==> config.mk <==
export PLATFORM = sky130hd
export DESIGN_NAME = decryptor_dispatch_ctrl
export DESIGN_NICKNAME = d
export VERILOG_FILES = /design/src/rtl/decryptor_pkg.sv /design/src/rtl/dispatch_lane_mux.sv /design/src/rtl/decryptor_dispatch_ctrl.sv
export SDC_FILE = /design/constraint.sdc
export NUM_CORES = 1
export LEC_CHECK = 0
export ABC_AREA = 1
export CAP_MARGIN = 20
export CORE_UTILIZATION = 30
export DETAILED_ROUTE_END_ITERATION = 6
export GPL_TIMING_DRIVEN = 0
export PLACE_DENSITY_LB_ADDON = 0.12
export SETUP_SLACK_MARGIN = 0.02
export SLEW_MARGIN = 20
export SYNTH_ARGS = -nofsm -noshare
export SYNTH_HDL_FRONTEND = slang
export SYNTH_SLANG_ARGS = --single-unit
==> constraint.sdc <==
create_clock -name clk -period 1.3 [get_ports clk]
set_input_delay 0.26 -clock clk [delete_from_list [all_inputs] [get_ports clk]]
set_output_delay 0.26 -clock clk [all_outputs]
set_load 0.05 [all_outputs]
==> src/rtl/decryptor_pkg.sv <==
// Shared encodings for the decryptor dispatch controller: engine select
// codes, engine count, default start-decryption token and FSM states.
package decryptor_pkg;

    localparam int NUM_ENGINES = 3;

    typedef enum logic [1:0] {
        SEL_CAESAR  = 2'd0,
        SEL_SCYTALE = 2'd1,
        SEL_ZIGZAG  = 2'd2,
        SEL_INVALID = 2'd3
    } sel_e;

    localparam logic [7:0] DEFAULT_START_TOKEN = 8'hFA;

    typedef enum logic [2:0] {
        IDLE,
        COLLECT,
        DROP,
        WAIT_BUSY,
        DRAIN
    } state_e;

endpackage

==> src/rtl/dispatch_lane_mux.sv <==
// Registered engine-to-output mux: while enabled, captures the plaintext
// and valid of the engine selected by sel_i; otherwise outputs zero.
module dispatch_lane_mux
    import decryptor_pkg::*;
#(
    parameter int D_WIDTH = 8
) (
    input  logic                           clk,
    input  logic                           rst,
    input  logic                           en_i,
    input  logic [1:0]                     sel_i,
    input  logic [NUM_ENGINES*D_WIDTH-1:0] eng_data_i,
    input  logic [NUM_ENGINES-1:0]         eng_valid_i,
    output logic [D_WIDTH-1:0]             data_o,
    output logic                           valid_o
);

    logic [D_WIDTH-1:0] data_d, data_q;
    logic               valid_d, valid_q;

    // Select the active engine's lane; zero when disabled or out of range.
    always_comb begin
        // NOTE: defaults first so every path assigns the outputs and no latch is inferred.
        data_d  = '0;
        valid_d = 1'b0;
        if (en_i) begin
            for (int k = 0; k < NUM_ENGINES; k++) begin
                if (sel_i == 2'(k)) begin
                    data_d  = eng_data_i[k*D_WIDTH +: D_WIDTH];
                    valid_d = eng_valid_i[k];
                end
            end
        end
    end

    // One-cycle output register.
    always_ff @(posedge clk or posedge rst) begin
        if (rst) begin
            data_q  <= '0;
            valid_q <= 1'b0;
        end else begin
            // NOTE: non-blocking assignments so all flops update together at the edge.
            data_q  <= data_d;
            valid_q <= valid_d;
        end
    end

    assign data_o  = data_q;
    assign valid_o = valid_q;

endmodule

==> src/rtl/decryptor_dispatch_ctrl.sv <==
// Dispatch controller: routes one message at a time to the caesar, scytale
// or zigzag engine, waits for the engine to run, then returns its plaintext.
// Optional feature macro: DISPATCH_ERR_CNT_EN adds a saturating err_cnt_o.
module decryptor_dispatch_ctrl
    import decryptor_pkg::*;
#(
    parameter int                 D_WIDTH                = 8,
    parameter int                 MAX_NOF_CHARS          = 50,
    parameter logic [D_WIDTH-1:0] START_DECRYPTION_TOKEN = D_WIDTH'(DEFAULT_START_TOKEN),
    parameter int                 BUSY_TIMEOUT           = 4
) (
    input  logic                           clk,
    input  logic                           rst,
    input  logic [D_WIDTH-1:0]             data_i,
    input  logic                           valid_i,
    input  logic [1:0]                     sel_i,
    output logic                           ready_o,
    output logic [NUM_ENGINES*D_WIDTH-1:0] eng_data_o,
    input  logic [NUM_ENGINES-1:0]         eng_busy_i,
    input  logic [NUM_ENGINES*D_WIDTH-1:0] eng_data_i,
    input  logic [NUM_ENGINES-1:0]         eng_valid_i,
    output logic [D_WIDTH-1:0]             data_o,
    output logic                           valid_o,
    output logic                           busy_o,
`ifdef DISPATCH_ERR_CNT_EN
    output logic [7:0]                     err_cnt_o,
`endif
    output logic                           err_o
);

    localparam int CNT_W   = $clog2(MAX_NOF_CHARS + 1);
    localparam int TMO_W   = $clog2(BUSY_TIMEOUT + 1);
    localparam int LANES_W = NUM_ENGINES * D_WIDTH;

    state_e               state_q;
    logic [1:0]           sel_q;
    logic [CNT_W-1:0]     cnt_q;
    logic [TMO_W-1:0]     tmo_q;
    logic                 ovf_q;
    logic                 err_q;
    logic [LANES_W-1:0]   eng_data_q;

    logic accept;
    logic is_token;
    logic is_char;
    logic busy_sel;

    // Places a character on one lane with every other lane zero.
    function automatic logic [LANES_W-1:0] place_on_lane(input logic [1:0] lane,
                                                         input logic [D_WIDTH-1:0] ch);
        place_on_lane = '0;
        for (int k = 0; k < NUM_ENGINES; k++) begin
            if (lane == 2'(k)) place_on_lane[k*D_WIDTH +: D_WIDTH] = ch;
        end
    endfunction

    assign ready_o  = (state_q == IDLE) || (state_q == COLLECT) || (state_q == DROP);
    assign accept   = valid_i && ready_o;
    assign is_token = (data_i == START_DECRYPTION_TOKEN);
    assign is_char  = (data_i != '0) && !is_token;

    // Busy flag of the latched engine only.
    always_comb begin
        busy_sel = 1'b0;
        for (int k = 0; k < NUM_ENGINES; k++) begin
            if (sel_q == 2'(k)) busy_sel = eng_busy_i[k];
        end
    end

    // Message FSM with its counters, error pulse and registered lane drive.
    always_ff @(posedge clk or posedge rst) begin
        if (rst) begin
            state_q    <= IDLE;
            sel_q      <= 2'd0;
            cnt_q      <= '0;
            tmo_q      <= '0;
            ovf_q      <= 1'b0;
            err_q      <= 1'b0;
            eng_data_q <= '0;
        end else begin
            eng_data_q <= '0;
            err_q      <= 1'b0;
            case (state_q)
                IDLE: begin
                    if (accept && is_char) begin
                        if (sel_i == SEL_INVALID) begin
                            err_q   <= 1'b1;
                            state_q <= DROP;
                        end else begin
                            sel_q      <= sel_i;
                            cnt_q      <= CNT_W'(1);
                            eng_data_q <= place_on_lane(sel_i, data_i);
                            state_q    <= COLLECT;
                        end
                    end
                end
                COLLECT: begin
                    if (accept && is_token) begin
                        eng_data_q <= place_on_lane(sel_q, data_i);
                        tmo_q      <= '0;
                        ovf_q      <= 1'b0;
                        state_q    <= WAIT_BUSY;
                    end else if (accept && is_char) begin
                        if (cnt_q < CNT_W'(MAX_NOF_CHARS)) begin
                            eng_data_q <= place_on_lane(sel_q, data_i);
                            cnt_q      <= cnt_q + CNT_W'(1);
                        end else if (!ovf_q) begin
                            // Overflow is reported once per message.
                            err_q <= 1'b1;
                            ovf_q <= 1'b1;
                        end
                    end
                end
                DROP: begin
                    if (accept && is_token) state_q <= IDLE;
                end
                WAIT_BUSY: begin
                    // Busy takes priority over an expiring timeout.
                    if (busy_sel) begin
                        state_q <= DRAIN;
                    end else if (tmo_q == TMO_W'(BUSY_TIMEOUT - 1)) begin
                        tmo_q   <= TMO_W'(BUSY_TIMEOUT);
                        err_q   <= 1'b1;
                        cnt_q   <= '0;
                        state_q <= IDLE;
                    end else begin
                        tmo_q <= tmo_q + TMO_W'(1);
                    end
                end
                DRAIN: begin
                    if (!busy_sel) begin
                        cnt_q   <= '0;
                        state_q <= IDLE;
                    end
                end
                default: state_q <= IDLE;
            endcase
        end
    end

    dispatch_lane_mux #(
        .D_WIDTH (D_WIDTH)
    ) u_lane_mux (
        .clk         (clk),
        .rst         (rst),
        .en_i        (state_q == DRAIN),
        .sel_i       (sel_q),
        .eng_data_i  (eng_data_i),
        .eng_valid_i (eng_valid_i),
        .data_o      (data_o),
        .valid_o     (valid_o)
    );

    assign eng_data_o = eng_data_q;
    assign busy_o     = (state_q != IDLE);
    assign err_o      = err_q;

`ifdef DISPATCH_ERR_CNT_EN
    logic [7:0] err_cnt_d, err_cnt_q;

    // Saturating count of error pulses.
    always_comb begin
        err_cnt_d = err_cnt_q;
        if (err_q && (err_cnt_q != 8'hFF)) err_cnt_d = err_cnt_q + 8'd1;
    end

    // Error counter register.
    always_ff @(posedge clk or posedge rst) begin
        if (rst) err_cnt_q <= 8'd0;
        else     err_cnt_q <= err_cnt_d;
    end

    assign err_cnt_o = err_cnt_q;
`endif

endmodule

==> reports/results.txt <==
The power per cell area is 1900 mW/mm2, and the clock transition at the registers of the reported paths is 0.09 ns. The tree built by TritonCTS fans out to 49 sinks. Number of pins with negative max-slew slack in the final report: 0. The synthesized area came out at 0.00284 mm2. The hold violation count in the final report was 0; the delay of the slowest cell on the worst path was 0.38 ns.

Entering global routing, the biggest net connects 26 pins. The signal on the critical path passes through buf_6 -> nand2_4 -> nand2_4 -> nor2_8 -> nand3_4 -> buf_6 -> a21boi_4 -> nand3_1 -> nand2_1. The logs give 573 for the number of placed instances, taps included and 41 for the total setup violations reported at the end of the flow. The clock passes through at most 2 buffers. The run gives 0 as the initial antenna violation count. Summing over every cut layer, the via total after detailed routing is 3017. The highest achievable clock rate is 642 MHz.

The kind of capture point of the worst setup path is a register. The floorplan has 35 rows. In this run the vertical extent of the chip is 99.2 um. STA classifies the critical path startpoint as a register. Largest fanout of any net on the critical path: 6. CTS placed an instance of sky130_fd_sc_hd__clkbuf_8 at the clock tree root. The insertion delay to the later sink of the worst-skew pair is 0.31 ns, and the final antenna diode count is 0.

The required time of the worst setup path came out at 1.55 ns. For hold timing, the worst endpoint is eng_data_o[6]. The H-tree was split into 2 levels. At the placement stage, the worst setup path has a slack of -0.758 ns.

Total power for the finished layout comes to 8.32 mW. The run gives -0.26 ns as the register-to-register setup slack. The detailed router finished its first iteration with 110 violations. The clock arrives with 0.00794 ns of skew. Max-cap violations in this run came to 0. The floorplan step defined a die boundary enclosing 0.00984 mm2. The final reports fail on negative setup slack. The post-synthesis sequential element count is 49, and the number of I/O pins is 79. Final clock period utilization by the worst path: 120%. The average routed wire per standard cell is 15.4 um, and the total length of routed wires is 9390 um. Setup repair after global routing could not meet its margin everywhere. The share of the synthesized area in the top cell type came out at 43.2%. Sequential cells were found to cover 43.2% of the synthesized design area. The number of antenna-violating nets in the routed design is 0, and the count of cells along the worst register-to-register path is 9. In this run the tightest slew margin relative to its limit is 60.5%. The first global-routing pass estimated 15100 um of wire. The slowest stage of the critical path belongs to the cell sky130_fd_sc_hd__dfrtp_1.

TritonCTS built the clock tree. For this configuration, the core starts out at a cell density of 30.8%. The logs give 1.81 ns for the data arrival time of the worst path and 0 for the number of remaining DRC errors. The cell depth of the worst hold path was 3. The tools report the via count of the first global-routing pass as 3084. The final setup slack of the worst path was -0.257 ns; the core footprint was 0.00920 mm2. The mean post-synth cell area works out to 7.38 um2.

The tools report the source of the worst register-to-register timing path as state_q[1]. In this run the worst hold path is classified as primary input to register. At the end of routability-driven placement, the weighted congestion stood at 0.845. After synthesis, the netlist uses 31 different library cells.

The flow ran to the end, but the final reports show violations. Synthesis produced a netlist whose cell count is 384. During placement, the flow inserted port buffers numbering 78. Critical path class: register to register. Buffers inserted during clock tree synthesis total 5. The aggregate global-route resource usage was 19.6%. Sorting the synthesized cells by area gives the leading types as sky130_fd_sc_hd__dfrtp_1, sky130_fd_sc_hd__nand2_1, sky130_fd_sc_hd__nand3_1, sky130_fd_sc_hd__inv_1, sky130_fd_sc_hd__nand4_1.

Endpoint of the worst-slack reg-to-reg timing path: cnt_q[5]. The post-route netlist has 33.8% of its cells at a drive strength greater than 1. Warning count from the yosys run: 0. The tools report the beginning of the worst hold path as data_i[6]. For this run, the share of the core covered by cells in the final layout is 47.6%. Global routing finished with a remaining overflow of 0. For the hold slack, the log shows 0.298 ns.

The leakage power summed over all cells is 2.33 nW. Using the TritonRoute via totals, the vias-per-cell ratio works out to 4.94. Worst IR drop on VDD: 1180 uV. When the netlist entered floorplanning its net count stood at 430.

The post-layout instance count excluding filler cells is 611. The leading area contributor after synthesis was sky130_fd_sc_hd__dfrtp_1. The first detailed-routing pass ran for 4 iterations. The final layout contains 545 nets.

Measured along the x axis, the die boundary spans 99.2 um. Counting I/O delays and the setup requirement, the final critical path takes 1.56 ns. Once detailed placement completed, the half-perimeter wirelength came to 6090 um. The actual slew at the worst max-slew pin works out to 0.592 ns. Compared with the post-synthesis result, the final layout area differs by 54.3%.
==> critical path, delay by kind of cell, from the launching register on <==
kind	cells	cell delay (ns)
buf+inv	2	0.28
compound gates	1	0.27
flops	1	0.38
simple gates	6	0.56
==> area by class of cell <==
class	count	area, um2
buffer	11	110
clock buffer	6	82.6
clock inverter	2	37.5
fill	927	4820
inverter	49	196
multi-input combinational	277	1680
sequential	49	1230
tap	111	139
timing repair buffer	105	893
timing repair inverter	1	7.51
==> stage by stage <==
step / area [um2] / setup TNS (ns)
floorplan: 2900 / -1.67
global placement: 3810 / -42.26
detailed placement: 3810 / -43.87
CTS: 4250 / -8.34
global route: 4370 / -11.85
finish: 4370 / -8.82
==> registers in the layout, summed over array words and instances, names as in the netlist, 2 cells and up <==
name               count
cnt_q                  6
eng_data_o            24
sel_q                  2
state_q                3
tmo_q                  3
u_lane_mux.data_o      8
==> cell families (layout without fill, tap and decap cells) <==
family	Yosys count	after routing	synth area share (%)
and+or+nand+nor	226	228	37.0
xor gates and xnor gates	2	2	0.618
adders and majority gates	3	3	1.32
DFF	49	49	43.2
AOI/OAI and AO/OA	44	44	8.96
buffers and inverters	60	174	8.87
==> worst max path at each step <==
stage	slack, ns	from	to
floorplan	-0.06	state_q[1]	eng_data_o[5]
global placement	-0.74	data_i[5]	cnt_q[1]
detailed placement	-0.76	data_i[5]	cnt_q[1]
CTS	-0.25	state_q[1]	cnt_q[4]
global route	-0.35	tmo_q[1]	cnt_q[5]
finish	-0.26	state_q[1]	cnt_q[5]
==> per-layer routing <==
| metal | up-vias | GRT usage, % | wire length, um |
|---|---|---|---|
| met1 | 1437 | 24.4 | 3990 |
| li1 | 1492 | - | - |
| met5 | - | 0 | 0 |
| met4 | 0 | 5.66 | 139 |
| met2 | 72 | 34.9 | 4860 |
| met3 | 16 | 3.09 | 398 |
==> what timing repair did <==
item	CTS	global route
hold buffers	0	0
pin swaps	22	23
endpoints found under the setup margin	85	61
resized for setup	230	73
cloned	5	2
setup buffers	17	6
==> cell usage in the layout (no fill, tap or decap), drive strengths merged <==
cell / netlist / routed
o211ai: 2 / 2
inv: 48 / 47
clkdlybuf4s15: 0 / 4
nor2: 36 / 36
a21oi: 11 / 11
clkinvlp: 0 / 3
dlygate4sd2: 0 / 2
nand3b: 1 / 1
clkbuf: 2 / 9
nand2: 106 / 107
nand3: 60 / 61
xor2: 1 / 1
xnor2: 1 / 1
o21a: 1 / 1
nand4: 21 / 21
nor3: 2 / 2
o21bai: 6 / 6
a21boi: 1 / 1
bufinv: 0 / 1
buf: 9 / 72
clkdlybuf4s50: 0 / 34
dfrtp: 49 / 49
ha: 3 / 3
clkinv: 1 / 1
bufbuf: 0 / 1
o21ai: 23 / 23
==> Yosys cell counts <==
| cell | n |
|---|---|
| sky130_fd_sc_hd__a21boi_2 | 1 |
| sky130_fd_sc_hd__a21oi_1 | 11 |
| sky130_fd_sc_hd__buf_2 | 6 |
| sky130_fd_sc_hd__buf_4 | 1 |
| sky130_fd_sc_hd__buf_6 | 2 |
| sky130_fd_sc_hd__clkbuf_1 | 2 |
| sky130_fd_sc_hd__clkinv_1 | 1 |
| sky130_fd_sc_hd__dfrtp_1 | 49 |
| sky130_fd_sc_hd__ha_1 | 3 |
| sky130_fd_sc_hd__inv_1 | 44 |
| sky130_fd_sc_hd__inv_2 | 4 |
| sky130_fd_sc_hd__nand2_1 | 101 |
| sky130_fd_sc_hd__nand2_2 | 5 |
| sky130_fd_sc_hd__nand3_1 | 58 |
| sky130_fd_sc_hd__nand3_2 | 1 |
| sky130_fd_sc_hd__nand3_4 | 1 |
| sky130_fd_sc_hd__nand3b_1 | 1 |
| sky130_fd_sc_hd__nand4_1 | 21 |
| sky130_fd_sc_hd__nor2_1 | 29 |
| sky130_fd_sc_hd__nor2_2 | 5 |
| sky130_fd_sc_hd__nor2_4 | 1 |
| sky130_fd_sc_hd__nor2_8 | 1 |
| sky130_fd_sc_hd__nor3_1 | 2 |
| sky130_fd_sc_hd__o211ai_1 | 1 |
| sky130_fd_sc_hd__o211ai_2 | 1 |
| sky130_fd_sc_hd__o21a_1 | 1 |
| sky130_fd_sc_hd__o21ai_0 | 9 |
| sky130_fd_sc_hd__o21ai_1 | 14 |
| sky130_fd_sc_hd__o21bai_1 | 6 |
| sky130_fd_sc_hd__xnor2_1 | 1 |
| sky130_fd_sc_hd__xor2_1 | 1 |
==> where the power goes <==
part           total, mW  internal [mW]  switching (mW)
registers           2.06           1.83           0.237
clock network       1.17          0.626           0.544
logic               5.08           1.95            3.13
No activity file was read; power rests on OpenSTA's default activity.
